## src/rtl/mem_bus_arbiter.sv

```systemverilog
// Shares one slave port between ibus and dbus. dbus has priority, with a bounded run while ibus waits.
// Each access takes at least 2 cycles; a master stays stalled until slv_ack or the timeout completes it.
module mem_bus_arbiter #(
    parameter int unsigned MAX_D_RUN = 4,
    parameter int unsigned TIMEOUT   = 255,
    parameter logic [31:0] ERR_DATA  = 32'hDEADBEEF
) (
    input  logic        clk,
    input  logic        rst,
    input  logic [31:0] ibus_address,
    input  logic [3:0]  ibus_byteenable,
    input  logic        ibus_read,
    input  logic        ibus_write,
    input  logic [31:0] ibus_wrdata,
    output logic [31:0] ibus_rddata,
    output logic        ibus_stall,
    input  logic [31:0] dbus_address,
    input  logic [3:0]  dbus_byteenable,
    input  logic        dbus_read,
    input  logic        dbus_write,
    input  logic [31:0] dbus_wrdata,
    output logic [31:0] dbus_rddata,
    output logic        dbus_stall,
    output logic [31:0] slv_address,
    output logic [3:0]  slv_byteenable,
    output logic        slv_read,
    output logic        slv_write,
    output logic [31:0] slv_wrdata,
    input  logic [31:0] slv_rddata,
    input  logic        slv_ack,
    output logic        bus_error
);
    localparam int unsigned RW = ($clog2(MAX_D_RUN + 1) < 3) ? 3 : $clog2(MAX_D_RUN + 1);
    localparam logic [RW-1:0] MAX_RUN = RW'(MAX_D_RUN);
    localparam logic [7:0]    TMO     = 8'(TIMEOUT);

    typedef enum logic [1:0] {IDLE, BUSY_I, BUSY_D} state_t;

    state_t        state, state_nxt;
    logic [RW-1:0] d_run, d_run_nxt;
    logic [7:0]    tcnt, tcnt_nxt;
    logic [31:0]   lat_address, lat_wrdata;
    logic [3:0]    lat_byteenable;
    logic          lat_write;
    logic          ireq, dreq, grant_i, grant_d, busy, timeout_hit, done;

    assign ireq = ibus_read | ibus_write;
    assign dreq = dbus_read | dbus_write;
    assign busy = (state != IDLE);

    // ibus only overrides dbus once dbus has used up its run while ibus was waiting
    assign grant_d = (state == IDLE) & dreq & ~(ireq & (d_run == MAX_RUN));
    assign grant_i = (state == IDLE) & ireq & ~grant_d;

    assign timeout_hit = busy & (tcnt == TMO) & ~slv_ack;
    assign done        = busy & (slv_ack | timeout_hit);

    always_comb begin
        state_nxt = state;
        d_run_nxt = d_run;
        tcnt_nxt  = tcnt;
        case (state)
            IDLE: begin
                tcnt_nxt = 8'd0;
                if (grant_d) begin
                    state_nxt = BUSY_D;
                    d_run_nxt = ireq ? d_run + 1'b1 : '0;
                end else if (grant_i) begin
                    state_nxt = BUSY_I;
                    d_run_nxt = '0;
                end
            end
            BUSY_I, BUSY_D: begin
                if (done)
                    state_nxt = IDLE;
                else
                    tcnt_nxt = tcnt + 8'd1;
            end
            default: state_nxt = IDLE;
        endcase
    end

    always_ff @(posedge clk) begin
        if (rst) begin
            state          <= IDLE;
            d_run          <= '0;
            tcnt           <= 8'd0;
            lat_address    <= 32'd0;
            lat_byteenable <= 4'd0;
            lat_wrdata     <= 32'd0;
            lat_write      <= 1'b0;
        end else begin
            state <= state_nxt;
            d_run <= d_run_nxt;
            tcnt  <= tcnt_nxt;
            if (grant_d) begin
                lat_address    <= dbus_address;
                lat_byteenable <= dbus_byteenable;
                lat_wrdata     <= dbus_wrdata;
                lat_write      <= dbus_write;
            end else if (grant_i) begin
                lat_address    <= ibus_address;
                lat_byteenable <= ibus_byteenable;
                lat_wrdata     <= ibus_wrdata;
                lat_write      <= ibus_write;
            end
        end
    end

    assign slv_address    = lat_address;
    assign slv_byteenable = lat_byteenable;
    assign slv_wrdata     = lat_wrdata;
    assign slv_read       = busy & ~lat_write;
    assign slv_write      = busy & lat_write;

    always_comb begin
        ibus_stall  = 1'b0;
        dbus_stall  = 1'b0;
        ibus_rddata = 32'd0;
        dbus_rddata = 32'd0;
        bus_error   = 1'b0;
        if (!rst) begin
            ibus_stall = ireq & ~((state == BUSY_I) & done);
            dbus_stall = dreq & ~((state == BUSY_D) & done);
            bus_error  = timeout_hit;
            if (state == BUSY_I)
                ibus_rddata = slv_ack ? slv_rddata : (timeout_hit ? ERR_DATA : 32'd0);
            if (state == BUSY_D)
                dbus_rddata = slv_ack ? slv_rddata : (timeout_hit ? ERR_DATA : 32'd0);
        end
    end
endmodule

```

## config.mk

```make
export PLATFORM = sky130hd
export DESIGN_NAME = mem_bus_arbiter
export DESIGN_NICKNAME = d
export VERILOG_FILES = /design/src/rtl/mem_bus_arbiter.sv
export SDC_FILE = /design/constraint.sdc
export NUM_CORES = 1
export LEC_CHECK = 0
export ABC_AREA = 1
export BUFFER_PORTS_ARGS = -buffer_cell sky130_fd_sc_hd__buf_2
export CAP_MARGIN = 10
export CORE_AREA = 3 3 120 122
export CTS_CLUSTER_SIZE = 8
export DETAILED_ROUTE_END_ITERATION = 8
export DIE_AREA = 0 0 123 125
export GPL_TIMING_DRIVEN = 0
export HOLD_SLACK_MARGIN = 0.06
export MAX_ROUTING_LAYER = met4
export PLACE_DENSITY = 0.75
export SYNTH_ARGS = -nofsm -noshare
export SYNTH_HDL_FRONTEND = slang
export SYNTH_SLANG_ARGS = --single-unit
export TNS_END_PERCENT = 10
```

## constraint.sdc

```tcl
create_clock -name clk -period 4.4 [get_ports clk]
set_input_delay 0.44 -clock clk [delete_from_list [all_inputs] [get_ports clk]]
set_output_delay 0.44 -clock clk [all_outputs]
set_load 0.01 [all_outputs]
```

==> results of run 1 <==
==> cell usage after synthesis (2+ instances only) <==
| library cell | instances |
|---|---|
| clkbuf_1 | 24 |
| ha_1 | 6 |
| inv_2 | 2 |
| o211ai_1 | 68 |
| nand2_1 | 170 |
| o21ai_0 | 26 |
| dfxtp_1 | 82 |
| nor2_1 | 75 |
| o21ai_1 | 4 |
| nand3_1 | 87 |
| buf_4 | 3 |
| nand2_2 | 2 |
| inv_1 | 85 |
| buf_2 | 20 |
| buf_6 | 3 |
| a21oi_1 | 13 |
| nand3b_1 | 2 |
| xor2_1 | 2 |
| nand2_4 | 2 |
| a31oi_1 | 2 |
==> worst max-delay path: stages (launching register included) <==
cell,delay [ps]
dfxtp_1,370
ha_1,210
nand3_1,130
nor2_1,200
nand2_2,130
nand2_4,120
buf_2,200
o21ai_0,160
nor2_1,210
buf_2,170
==> layer usage <==
layer | global-route usage, % | vias to the layer above
li1 | - | 2866
met1 | 23.6 | 2496
met2 | 40.5 | 230
met3 | 5.37 | 21
met4 | 7.17 | 0
met5 | - | -
==> stage by stage <==
stage	area (µm²)	util, %	hold slack (ps)	std cells
final	6580	49.5	429	1188
after detailed placement	6270	47.2	474	1171
after floorplan	4500	-	456	685
after CTS	6570	49.4	415	1186
after global routing	6580	49.5	444	1188
after global placement	6270	47.2	474	1171
==> area by class of cell <==
class / count / area, µm² / share of cell area [%]
multi-input combinational: 465 / 2280 / 34.7
inverter: 87 / 327 / 4.96
clock buffer: 12 / 256 / 3.90
buffer: 51 / 250 / 3.80
sequential: 82 / 1640 / 25.0
antenna: 2 / 5.00 / 0.0761
clock inverter: 3 / 46.3 / 0.704
timing repair buffer: 310 / 1550 / 23.6
tap: 176 / 220 / 3.35
==> cells by family after synthesis <==
| logic type | count (synthesis) | synth area share (%) |
|---|---|---|
| buffers and inverters | 138 | 12.8 |
| flip-flops | 82 | 36.5 |
| AND/OR/NAND/NOR | 341 | 31.7 |
| AO/OA/AOI/OAI | 115 | 16.7 |
| adder cells (fa/ha/maj) | 6 | 1.67 |
| XOR/XNOR | 3 | 0.584 |
==> flip-flops by register name (all words and copies together), names as in the netlist <==
name and flops:
slv_byteenable 4, lat_write 1, slv_wrdata 32, d_run 3
slv_address 32, tcnt 8, state 2
==> report_power, final <==
group	leakage (nW)	switching, mW	internal (mW)
Clock	0.145	0.300	0.470
Combinational	3.04	1.39	0.799
Sequential	0.680	0.151	1.03
Total	3.86	1.84	2.30
==> final timing paths <==
kind	startpoint	endpoint	slack [ps]	cells past startpoint
worst max register to register	state[1]$_SDFFE_PP0P_	slv_address[17]$_SDFFE_PP0P_	2240	11
worst min-delay path	dbus_wrdata[18]	slv_wrdata[18]$_SDFFE_PP0P_	430	5
worst min register to register	d_run[1]$_SDFFE_PP0P_	d_run[1]$_SDFFE_PP0P_	490	2
worst max-delay path	tcnt[0]$_SDFFE_PP0P_	dbus_rddata[7]	1720	9
==> results by group, run 1 <==
STA
  • Relative slew slack: 62.3%
  • Fin crit share: 60.9%
  • # setup viols final: 0
  • Tmin final: 2680 ps
  • Final worst slack: 1720 ps
  • Hold Fails Final Rpt: 0
  • Layout Skew: 7.26 ps
  • Fmax achieved: 373 MHz
  • RSZ-0062 raised after global routing: false
  • Final slew viol count: 0
  • Worst slew pin tran: 566 ps
  • Fin Setup TNS: 0 ps

CTS
  • Root buf cell: clkbuf_16
  • CTS buffer count: 9
  • Clk slew on worst S/H paths: 60 ps
  • Clock sink count: 82
  • Number of setup buffers added after CTS: 0
  • Longest Clk Path Bufs: 2
  • Hold Buf Count CTS: 0
  • Depth of the CTS H-tree: 3
  • Post-CTS sizing: 0
  • CTS tree: done
  • Clk_lat worst skew: 340 ps

Drt
  • Total routed wirelength: 17.5 mm
  • Initial DRC Count: 183
  • Met2 WL post-DR: 8.94 mm
  • Max layer used: met4
  • Via count: 5613
  • DRC: 0
  • Routed met3 length: 1.52 mm
  • DR pass1 iterations: 4
  • Final antenna-violating net count: 0
  • DRT met1 WL: 6.70 mm
  • Routed WL per cell: 14.7 µm
  • Via/cell ratio: 4.72

Cells and area
  • Leading cell types in the layout, fill and taps excluded: buf_2, nand2_1, nand3_1, inv_1, dfxtp_1
  • Fin nets: 1187
  • Area Growth Syn to Fin: 46.2%
  • Share of cells above drive strength 1: 35.3%
  • Fillers: 1391
  • Commonest non-fill, non-tap cell in the layout: buf_2

Placed design
  • Routability cong.: 0.839
  • Dpl hpwl: 14.1 mm
  • Place WS: 2080 ps
  • Port Buffers: 310

Synthesis
  • Yosys cell types: 27
  • Top_reg_cell synth: dfxtp_1
  • YS warnings: 0
  • Synth top area cells: dfxtp_1, nand2_1, o211ai_1, nand3_1, inv_1
  • Synth Instances: 685
  • Post-synth top area share: 36.5%
  • Post-synthesis sequential area ratio: 36.5%
  • Asr flop ratio synth: 0%
  • Synth area leader: dfxtp_1
  • Syn Area/Cell: 6.57 µm²
  • Post-synth EDFFs: 0
  • Synth Register Bits: 82
  • Syn nets: 866
  • Synth Cell Area: 4500 µm²

Pwr
  • Leakage: 3.86 nW
  • Pwr Total: 4.14 mW
  • Pwr dens: 630 nW/µm²
  • Peak VDD IR: 0.418 mV

Global route
  • Number of global-route vias before repair: 5282
  • Gr ovfl total: 0
  • Initial antenna violation count: 2
  • GRT Overall Usage: 22.4%
  • Global-route wire length before repair: 26.2 mm
  • Largest net degree at the start of global routing: 14

Floorplan
  • Ports: 312
  • Die Height: 125 µm
  • Core ar.: 13300 µm²
  • Die ar.: 15400 µm²
  • DIE WIDTH: 123 µm
  • Starting Density: 33.8%
  • Row count: 42

Worst setup path
  • Setup crit end kind: output pin
  • Worst Path Max Fanout: 10
  • Crit path DAT: 2240 ps
  • Crit Path Class: reg -> out
  • Startpoint types: flip-flop
  • Worst Path Required: 3960 ps

Outcome
  • Status: complete, no violations

Hold path
  • Type of the worst min-delay path: in -> reg

Run
  • Max Cap Viol: 0
(Power assumes the default switching activity.)
==> run 2, diff against run 1 <==
==> config.mk (replaced) <==
export PLATFORM = sky130hd
export DESIGN_NAME = mem_bus_arbiter
export DESIGN_NICKNAME = d
export VERILOG_FILES = /design/src/rtl/mem_bus_arbiter.sv
export SDC_FILE = /design/constraint.sdc
export NUM_CORES = 1
export LEC_CHECK = 0
export ABC_AREA = 0
export BUFFER_PORTS_ARGS = -buffer_cell sky130_fd_sc_hd__buf_2
export CAP_MARGIN = 10
export CORE_AREA = 3 3 121 123
export CTS_CLUSTER_SIZE = 8
export DETAILED_ROUTE_END_ITERATION = 8
export DIE_AREA = 0 0 124 126
export GPL_TIMING_DRIVEN = 0
export HOLD_SLACK_MARGIN = 0.06
export MAX_ROUTING_LAYER = met4
export PLACE_DENSITY = 0.77
export SYNTH_ARGS = -nofsm -noshare
export SYNTH_HDL_FRONTEND = slang
export SYNTH_SLANG_ARGS = --single-unit
export TNS_END_PERCENT = 10
==> constraint.sdc (replaced) <==
create_clock -name clk -period 2.3 [get_ports clk]
set_input_delay 0.23 -clock clk [delete_from_list [all_inputs] [get_ports clk]]
set_output_delay 0.23 -clock clk [all_outputs]
set_load 0.01 [all_outputs]
==> results by group, run 2 <==
Outcome
  • Status: complete, no violations

Cells and area
  • Fin nets: 1024
  • Multi-input logic area: 2680 µm²
  • Commonest non-fill, non-tap cell in the layout: buf_2
  • Core Util, Final: 49.3%
  • Area Growth Syn to Fin: 46.9%
  • Post-route cell area: 6790 µm²
  • Reg area: 1650 µm²
  • Leading cell types in the layout, fill and taps excluded: buf_2, nor2_1, dfxtp_1, mux2i_1, a211oi_1
  • Share of cells above drive strength 1: 47.3%
  • Fillers: 1353

Synthesis
  • Asr flop ratio synth: 0%
  • Syn nets: 701
  • Most numerous cell in the Yosys netlist: nor2_1
  • YS warnings: 0
  • Post-synthesis sequential area ratio: 35.5%
  • Synth top area cells: dfxtp_1, mux2i_1, nor2_1, a211oi_2, a211oi_1
  • Synth Cell Area: 4620 µm²
  • Post-synth EDFFs: 0
  • Synth Register Bits: 82
  • Synth area leader: dfxtp_1
  • Synth Instances: 520
  • Syn Area/Cell: 8.88 µm²
  • Top_reg_cell synth: dfxtp_1
  • Yosys cell types: 49
  • Post-synth top cells: nor2_1, dfxtp_1, mux2i_1
  • Post-synth top area share: 35.5%

Drt
  • Routed WL per cell: 15.8 µm
  • Final antenna-violating net count: 0
  • DR pass1 iterations: 4
  • Via/cell ratio: 4.80
  • Via count: 4942
  • Initial DRC Count: 178
  • Total routed wirelength: 16.3 mm
  • DRC: 0

CTS
  • CTS buffer count: 9
  • Hold Buf Count CTS: 0
  • Clock sink count: 82
  • Depth of the CTS H-tree: 3
  • Root buf cell: clkbuf_16
  • CTS tree: done
  • Longest Clk Path Bufs: 2
  • Clk slew on worst S/H paths: 70 ps
  • Clk_lat worst skew: 350 ps

Floorplan
  • Core ar.: 13800 µm²
  • Die Height: 126 µm
  • Ports: 312
  • Starting Density: 33.5%
  • Die ar.: 15600 µm²
  • DIE WIDTH: 124 µm
  • Row count: 43

Global route
  • Gr ovfl total: 0
  • GR Util met3: 3.37%
  • Global-route wire length before repair: 23.8 mm
  • Number of global-route vias before repair: 4689
  • Busiest grt layer: met2
  • Largest net degree at the start of global routing: 17
  • GRT Overall Usage: 20.5%
  • Met2 Use GR: 37.4%
  • Initial antenna violation count: 4
  • Met1 usage: 22.2%

Placed design
  • Dpl hpwl: 13.2 mm
  • Port Buffers: 311
  • Area after DPL: 6400 µm²
  • Routability cong.: 0.830

STA
  • RSZ-0062 raised after global routing: true
  • Relative slew slack: 54.3%
  • Tmin final: 2240 ps
  • Worst slew pin tran: 686 ps
  • Fin crit share: 97.5%
  • Final slew viol count: 0
  • Layout Skew: 8.96 ps
  • Fmax achieved: 446 MHz
  • Hold Fails Final Rpt: 0
  • # setup viols final: 0

Worst setup path
  • Worst Path Max Fanout: 10
  • Setup crit end kind: output pin
  • Crit path DAT: 2010 ps
  • R2R Setup Slk: 380 ps
  • Worst Path Required: 2070 ps
  • Crit Path Class: reg -> out
  • Startpoint types: flip-flop

Run
  • Max Cap Viol: 0

Pwr
  • Pwr dens: 1250 nW/µm²
  • Leakage: 3.51 nW
  • Peak VDD IR: 0.618 mV

Hold path
  • Type of the worst min-delay path: in -> reg
==> run 2: path summary, 6_finish.rpt <==
kind	cells after the start	from	endpoint
worst max-delay path	8	tcnt[0]$_SDFFE_PP0P_	dbus_rddata[18]
worst min-delay path	3	dbus_address[9]	slv_address[9]$_SDFFE_PP0P_
worst max register to register	9	state[0]$_SDFFE_PP0P_	slv_wrdata[1]$_SDFFE_PP0P_
worst min register to register	2	slv_wrdata[15]$_SDFFE_PP0P_	slv_wrdata[15]$_SDFFE_PP0P_
==> run 2: metal layers <==
metal	up-vias	wire (µm)
met5	-	0
met4	0	265
met3	17	1250
met2	224	8500
met1	2223	6250
li1	2478	-
==> run 2: critical path, cell delays in order, from the launching register on <==
cell	delay (ps)
dfxtp_4	380
ha_4	160
nand4_1	170
nor3_4	300
buf_6	140
o21bai_4	70
buf_4	190
nor2_1	90
buf_2	150
==> run 2: cell families (layout without fill, tap and decap cells) <==
group / after synthesis / count (layout) / share of synthesized area, %
buffers and inverters: 49 / 377 / 7.29
other: 0 / 1 / 0
and+or+nand+nor: 206 / 206 / 19.7
AOI/OAI and AO/OA: 105 / 105 / 20.2
DFF: 82 / 82 / 35.5
adders and majority gates: 6 / 6 / 1.63
muxes: 72 / 72 / 15.7
==> run 2: layout make-up <==
class                   instances  area share, %
multi-input cells             389           39.5
flip-flops and latches         82           24.3
repair buffers                312           23.1
plain buffers                  42           4.76
clock buffers                   9           3.32
well taps                     180           3.32
clock inverters                 7           1.24
inverters                       7          0.387
diodes                          1         0.0369
==> run 2: where the power goes <==
part | internal [mW] | total [mW] | switching [mW] | leakage (nW)
Clock | 0.861 | 1.52 | 0.655 | 0.149
Sequential | 2.02 | 2.33 | 0.302 | 0.682
Combinational | 2.04 | 4.67 | 2.64 | 2.68
==> run 2: what timing repair did <==
item	in CTS	in global routing
setup endpoints to repair	40	42
buffers inserted	0	1
pin swaps	1	1
gates resized for setup	9	16
==> run 2: through the flow <==
step / hold WS (ps) / cells / TNS (ps) / power (mW) / setup WS [ps]
6_report: 217 / 1029 / 0 / 8.51 / 57.6
2_1_floorplan: 424 / 520 / 0 / 5.52 / 585
3_5_place_dp: 488 / 1011 / 0 / 7.06 / 215
3_3_place_gp: 475 / 1011 / 0 / 6.97 / 253
5_1_grt: 223 / 1029 / -577 / 9.14 / -42.8
4_1_cts: 207 / 1027 / 0 / 8.61 / 15.0
